### config.mk
export PLATFORM = sky130hd
export DESIGN_NAME = serial_subtractor_flat
export DESIGN_NICKNAME = d
export VERILOG_FILES = /design/src/rtl/serial_subtractor_if.sv /design/src/rtl/serial_subtractor.sv /design/src/flat_wrapper.sv
export SDC_FILE = /design/constraint.sdc
export NUM_CORES = 1
export LEC_CHECK = 0
export ABC_AREA = 0
export ABC_CLOCK_PERIOD_IN_PS = 1400
export CORE_UTILIZATION = 41
export CTS_CLUSTER_SIZE = 24
export DETAILED_ROUTE_END_ITERATION = 8
export PLACE_DENSITY = 0.72
export SLEW_MARGIN = 40
export SYNTH_ARGS = -nofsm -noshare
export SYNTH_HDL_FRONTEND = slang
export SYNTH_SLANG_ARGS = --single-unit
### constraint.sdc
create_clock -name clk -period 1.4 [get_ports clk]
set_input_delay 0.21 -clock clk [delete_from_list [all_inputs] [get_ports clk]]
set_output_delay 0.21 -clock clk [all_outputs]
set_load 0.005 [all_outputs]
### src/rtl/serial_subtractor_if.sv
// Operand/result bundle for the digit-serial subtractor: start/ready request,
// operands in, registered result and done pulse out.
interface serial_subtractor_if #(
  parameter int N = 4
) ();
  logic         start;
  logic [N-1:0] a;
  logic [N-1:0] b;
  logic         bin;
  logic         ready;
  logic [N-1:0] diff;
  logic         bout;
  logic         done;

  modport master (
    output start, a, b, bin,
    input  ready, diff, bout, done
  );

  modport slave (
    input  start, a, b, bin,
    output ready, diff, bout, done
  );
endinterface

### src/rtl/serial_subtractor.sv
// Digit-serial subtractor: diff = a - b - bin (mod 2^N) with borrow-out,
// DW bits per cycle, LSB digit first; one-cycle done pulse per result.
module serial_subtractor #(
  parameter int N  = 4,
  parameter int DW = 1
) (
  input  logic              clk,
  input  logic              reset,
  serial_subtractor_if.slave bus
);
  localparam int RUNS = N / DW;
  localparam int CW   = (RUNS > 1) ? $clog2(RUNS) : 1;

  localparam logic [0:0] S_IDLE = 1'b0;
  localparam logic [0:0] S_RUN  = 1'b1;

  logic [0:0]    state_q, state_d;
  logic [N-1:0]  a_sh_q, a_sh_d;
  logic [N-1:0]  b_sh_q, b_sh_d;
  logic [N-1:0]  acc_q, acc_d;
  logic          brw_q, brw_d;
  logic [CW-1:0] cnt_q, cnt_d;
  logic [N-1:0]  diff_q, diff_d;
  logic          bout_q, bout_d;
  logic          done_q, done_d;

  logic [DW:0]   digit;
  logic [DW-1:0] d_dig;
  logic          nb;
  logic [N-1:0]  acc_next;

  // NOTE: every signal assigned here gets a default first, so no path can
  // leave one unassigned and infer a latch.
  always_comb begin
    state_d = state_q;
    a_sh_d  = a_sh_q;
    b_sh_d  = b_sh_q;
    acc_d   = acc_q;
    brw_d   = brw_q;
    cnt_d   = cnt_q;
    diff_d  = diff_q;
    bout_d  = bout_q;
    done_d  = 1'b0;

    // One digit of a - b - borrow; the extra top bit is the digit's borrow.
    digit    = {1'b0, a_sh_q[DW-1:0]} - {1'b0, b_sh_q[DW-1:0]} - {{DW{1'b0}}, brw_q};
    nb       = digit[DW];
    d_dig    = digit[DW-1:0];
    acc_next = N'({d_dig, acc_q} >> DW);

    case (state_q)
      S_IDLE: begin
        if (bus.start) begin
          a_sh_d  = bus.a;
          b_sh_d  = bus.b;
          brw_d   = bus.bin;
          acc_d   = '0;
          cnt_d   = '0;
          state_d = S_RUN;
        end
      end
      S_RUN: begin
        acc_d  = acc_next;
        a_sh_d = a_sh_q >> DW;
        b_sh_d = b_sh_q >> DW;
        brw_d  = nb;
        cnt_d  = cnt_q + CW'(1);
        if (cnt_q == CW'(RUNS - 1)) begin
          diff_d  = acc_next;
          bout_d  = nb;
          done_d  = 1'b1;
          state_d = S_IDLE;
        end
      end
      default: state_d = S_IDLE;
    endcase
  end

  // NOTE: state registers use non-blocking assignments so every flop samples
  // the pre-edge values computed above, independent of statement order.
  always_ff @(posedge clk) begin
    if (reset) begin
      state_q <= S_IDLE;
      a_sh_q  <= '0;
      b_sh_q  <= '0;
      acc_q   <= '0;
      brw_q   <= 1'b0;
      cnt_q   <= '0;
      diff_q  <= '0;
      bout_q  <= 1'b0;
      done_q  <= 1'b0;
    end else begin
      state_q <= state_d;
      a_sh_q  <= a_sh_d;
      b_sh_q  <= b_sh_d;
      acc_q   <= acc_d;
      brw_q   <= brw_d;
      cnt_q   <= cnt_d;
      diff_q  <= diff_d;
      bout_q  <= bout_d;
      done_q  <= done_d;
    end
  end

  assign bus.ready = (state_q == S_IDLE);
  assign bus.diff  = diff_q;
  assign bus.bout  = bout_q;
  assign bus.done  = done_q;
endmodule
### src/flat_wrapper.sv
// flat-port wrapper written by rule: the top's interface ports become plain ports
module serial_subtractor_flat 
#(
  parameter int N  = 4,
  parameter int DW = 1
)
  (clk, reset, bus_start, bus_a, bus_b, bus_bin, bus_ready, bus_diff, bus_bout, bus_done);
  serial_subtractor_if #(.N(N)) bus_i ();
  input  logic clk;
  input  logic reset;
  input wire logic [$bits(bus_i.start)-1:0] bus_start;
  input wire logic [$bits(bus_i.a)-1:0] bus_a;
  input wire logic [$bits(bus_i.b)-1:0] bus_b;
  input wire logic [$bits(bus_i.bin)-1:0] bus_bin;
  output wire logic [$bits(bus_i.ready)-1:0] bus_ready;
  output wire logic [$bits(bus_i.diff)-1:0] bus_diff;
  output wire logic [$bits(bus_i.bout)-1:0] bus_bout;
  output wire logic [$bits(bus_i.done)-1:0] bus_done;
  assign bus_i.start = bus_start;
  assign bus_i.a = bus_a;
  assign bus_i.b = bus_b;
  assign bus_i.bin = bus_bin;
  assign bus_ready = bus_i.ready;
  assign bus_diff = bus_i.diff;
  assign bus_bout = bus_i.bout;
  assign bus_done = bus_i.done;
  serial_subtractor #(.N(N), .DW(DW)) u_core (.clk(clk), .reset(reset), .bus(bus_i));
endmodule
# --- After elaboration in Yosys (flattened, before gate mapping) ---
# Index checks and enable logic that the tools add are counted.
classes:
  add_sub_neg: 3
  mux: 14
  mul: 0
  n_eq_ne: 2
  div: 0
  bitwise: 1
  n_lt_le_gt_ge: 0
  n_reduce_logical: 2
  n_shift: 0
op_table:
  columns: ["operator", "n"]
  rows:
  - ["$pmux W4 S2", 3]
  - ["$mux W4", 3]
  - ["$mux W1", 4]
  - ["$pmux W1 S2", 2]
  - ["$pmux W2 S2", 1]
  - ["$add A2 B1 Y2 const B", 1]
  - ["$eq A2 B2 Y1 const B", 1]
  - ["$mux W2", 1]
  - ["$ne A2 B2 Y1 const B", 1]
  - ["$reduce_and A2 Y1", 1]
  - ["$reduce_or A2 Y1", 1]
  - ["$sub A1 B1 Y2", 1]
  - ["$sub A2 B1 Y2", 1]
  - ["$not A1 Y1", 1]
totals:
  latchBits: 0
  input_bits: 12
  mem_bits_rw: 0
  n_memories: 0
  rom_bits: 0
  word_cells: 31
  out_inout_bits: 7
  register_bits: 22

# --- Logic depth before layout (Yosys ltp) ---
depth:
  depth_word: 3
  depth_mapped: 4
  mapped_depth_nobuf: 4

# --- Least setup slack after synthesis ---
# OpenSTA, ideal clock, no wires.
synth_path:
  kind: "register to register"
  start: "register u_core.brw_q"
  end: "register u_core.acc_q[3]"
  setup_slack_ns: 0.288
  synth_period_minus_slack_ns: 1.112
  t_arrival_ns: 0.980
  path_stages_with_launch: 4
  path_buffers: 0
  t_required_ns: 1.268
  setup_time_ns: 0.132
  path_cell_list: "dfxtp_1 -> fa_1 -> nand2b_1 -> a21oi_1"
synth_via:
  elab_chain_len: 2
synth_lines:
  columns: ["item", "line", "rtl"]
  rows:
  - ["start, declared", "serial_subtractor.sv:21", "logic brw_q, brw_d;"]
  - ["start signal, assigned", "serial_subtractor.sv:97", "brw_q <= brw_d;"]
  - ["$sub A2 B1 Y2", "serial_subtractor.sv:46", "digit = {1'b0, a_sh_q[DW-1:0]} - {1'b0, b_sh_q[DW-1:0]} - {{DW{1'b0}}, brw_q};"]
  - ["$pmux W4 S2", "serial_subtractor.sv:51", "case (state_q)"]
  - ["end signal, assigned", "serial_subtractor.sv:86", "acc_q <= '0;"]
  - ["end signal, assigned", "serial_subtractor.sv:96", "acc_q <= acc_d;"]
  - ["end, declared", "serial_subtractor.sv:20", "logic [N-1:0] acc_q, acc_d;"]
# No other way between the ends.
# A chain may end at the register's enable or synchronous reset.

# --- Worst setup path after layout ---
layout_path:
  start: "register u_core.bout_q, in the netlist u_core.bus.bout"
  end: "output bus_bout"
layout_rtl:
  columns: ["item", "line", "rtl"]
  rows:
  - ["start, declared", "serial_subtractor.sv:24", "logic bout_q, bout_d;"]
  - ["start signal, assigned", "serial_subtractor.sv:100", "bout_q <= bout_d;"]
  - ["end, declared", "flat_wrapper.sv:17", "output wire logic [$bits(bus_i.bout)-1:0] bus_bout;"]
# No word-level cell between the ends.

==> run_results.csv <==
group,metric,value,unit
logic_synthesis,synthTopCellsByCount,"dfxtp_1, a21oi_1, mux2i_1",
logic_synthesis,syn_nets,104,
setup_path,ff2ff_path_depth,3,
placed_design,io_buffers,18,
timing,fin_crit_sh,96.3,%
setup_path,crit_path_max_incr_delay,0.49,ns
timing,slew_headroom,73.8,%
logic_synthesis,netlist_top_cells_area,"dfxtp_1, mux2i_1, a211oi_1",
run_status,status,"complete, no violations",
cts,worstSkewPairLatency,0.29,ns
setup_path,crit_slowest_cell,"clkdlybuf4s50_1",
setup_path,crit_type,"reg -> out",
power_and_ir_drop,p_leak,0.434,nW
logic_synthesis,async_reset_ff_share,0,%
finish,nNetsFinal,125,
cts,ctsHoldBuffers,0,
detailed_routing,route.detailed.drc,0,
timing,finalSetupViolCount,0,
logic_synthesis,yosysTopAreaCell,"dfxtp_1",
floorplan,die_w,49.0,um
power_and_ir_drop,fin_total_pwr,1.08,mW
timing,grt_setup_unrepaired,"no",
setup_path,crit_arrival,1.14,ns
global_route,grt_pass1_vias,683,
placed_design,placed_area,0.00112,mm2
timing,finalSetupTns,0,ns
setup_path,endpoint,"bus_bout",
detailed_routing,wl_met1,776,um
timing,hold_violations,0,
timing,drv_slew,0,
detailed_routing,wire_per_inst,11.6,um
setup_path,r2r_start,"u_core.a_sh_q[0]",
placed_design,dpl.cell_count,132,
detailed_routing,drt-initial-drc-count,4,
cts,cts_sinks,21,
finish,fillers,189,
setup_path,worst-path-buf-inv,1,
logic_synthesis,synth-seq-cells,21,
floorplan,core_area,0.00202,mm2
finish,multi_input_area,434,um2
finish,finalInstanceArea,0.00115,mm2
setup_path,cp_cell_sequence,"clkdlybuf4s50_1",
logic_synthesis,syn_avg_cell_area,10.1,um2
floorplan,die_area,0.00240,mm2
placed_design,place.gp.congestion,0.746,
finish,drive_gt1_share,10.0,%
power_and_ir_drop,peakVddDrop,0.408,mV
detailed_routing,first_pass_iters,4,
detailed_routing,ant_nets,0,
logic_synthesis,synth_edf_count,0,
cts,cts_root_buf,"clkbuf_4",
flow_run,drv_cap,0,
global_route,grt_pass1_wl,2940,um
power_and_ir_drop,powerDensity,939,mW/mm2
hold_path,min_path_cells,2,
setup_path,worst-endpoint-required,1.19,ns
global_route,grt_max_degree,32,
finish,area_delta_synth_final,27.2,%
setup_path,crit_path_start,"u_core.bus.bout",
global_route,track_usage,16.0,%
cts,clockBufferDepth,2,
logic_synthesis,synth_top_area_share,46.3,%
timing,clock_skew,0.00186,ns
finish,fin_util,57.1,%
logic_synthesis,syn-cell-area,907,um2
setup_path,rrSetupSlack,0.19,ns
setup_path,r2r_end,"u_core.bus.diff[3]",
setup_path,critical_path.max_fanout,2,
finish,seq_area,423,um2
logic_synthesis,ys.flop_type,"dfxtp_1",
cts,cts_tree,"built",
finish,fin_cells,137,
logic_synthesis,synth_cell_types,21,
detailed_routing,routed_via_density,5.08,
setup_path,start_kind,"register",
timing,fin_ws,0.0520,ns
detailed_routing,wl_met2,746,um
timing,hold_ws,0.476,ns
placed_design,dp_slack,0.0209,ns
global_route,antenna_found_initial,0,
logic_synthesis,yosys_warnings,0,
floorplan,initial_core_util,44.9,%
floorplan,die_h,49.0,um
setup_path,crit_cells,1,
logic_synthesis,synth_seq_area_share,46.3,%
floorplan,io_pins,19,
detailed_routing,routed_wl,1590,um
timing,tightest_slew,0.393,ns
global_route,grt_overflow,0,
hold_path,min_path_type,"reg -> reg",
setup_path,end_kind,"output pin",
cts,cts_buffers,3,
detailed_routing,num_vias,696,
logic_synthesis,yosysMostFrequentCell,"dfxtp_1",
cts,htreeDepth,1,
floorplan,row_count,16,
timing,max_freq,742,MHz
detailed_routing,wl_met3,55,um
placed_design,dpl.hpwl,1080,um
finish,antennaDiodeCount,0,
logic_synthesis,synth_cells,90,
timing,period_minus_slack,1.35,ns
setup_path,cp_top_family,"buffers and inverters",
detailed_routing,route.top_layer_used,"met4",
cts,cts.reportedPaths.clkPinSlew,0.11,ns
==> worst min path at each step <==
| stage | from | end | slack (ns) |
|---|---|---|---|
| floorplan | reset | u_core.bus.diff[3] | 0.28 |
| global placement | u_core.acc_q[2] | u_core.acc_q[1] | 0.46 |
| detailed placement | u_core.acc_q[3] | u_core.acc_q[2] | 0.46 |
| CTS | u_core.acc_q[3] | u_core.acc_q[2] | 0.48 |
| global route | u_core.acc_q[1] | u_core.bus.diff[0] | 0.50 |
| finish | u_core.acc_q[3] | u_core.acc_q[2] | 0.48 |
==> final cells by class <==
| cell class | count | area share [%] |
|---|---|---|
| Multi-Input combinational cell | 60 | 37.6 |
| Sequential cell | 21 | 36.7 |
| Timing Repair Buffer | 23 | 19.8 |
| Tap cell | 27 | 2.93 |
| Clock buffer | 4 | 2.28 |
| Inverter | 2 | 0.651 |
==> cell usage in the layout (no fill, tap or decap), types with 2 or more instances in the layout <==
master,count
a211oi_1,7
a21bo_1,4
a21oi_1,10
buf_4,4
clkbuf_4,3
clkdlybuf4s50_1,17
dfxtp_1,19
dfxtp_2,2
mux2i_1,9
nand2_1,4
nand2b_1,2
nand3_1,4
nor2_1,2
nor2b_1,7
nor3_1,2
or3b_1,5
==> layer usage <==
layer  vias up  GRT usage [%]
met1       321           21.3
met3         2           2.18
met2        16           25.0
met5         -              0
met4         0           8.82
li1        357              -
==> registers in the layout, summed over array words and instances (netlist names) <==
signal and flops:
u_core.bus.diff 4, u_core.brw_q 1, u_core.bus.done 1, u_core.cnt_q 2, u_core.acc_q 3, u_core.bus.bout 1
u_core.b_sh_q 4, u_core.a_sh_q 4, u_core.state_q 1
==> power by group <==
| group | leakage (nW) | switching [mW] | total [mW] | internal, mW |
|---|---|---|---|---|
| Combinational | 0.246 | 0.0705 | 0.158 | 0.0879 |
| Clock | 0.0150 | 0.172 | 0.283 | 0.111 |
| Sequential | 0.173 | 0.0164 | 0.642 | 0.626 |
| Total | 0.434 | 0.259 | 1.08 | 0.825 |
==> cell families after synthesis <==
group                    after synthesis  share of synthesized area [%]
multiplexers                           9                           9.93
buffers and inverters                  9                           5.79
adder cells (fa/ha/maj)                2                           3.59
flip-flops                            21                           46.3
AND/OR/NAND/NOR                       27                           17.7
AO/OA/AOI/OAI                         22                           16.7
==> timing repair <==
action,in CTS,in global routing
endpoints found under the hold margin,0,0
setup endpoints to repair,1,2
setup buffers,1,0
gates resized for setup,1,2
No activity file was read; power rests on OpenSTA's default activity.
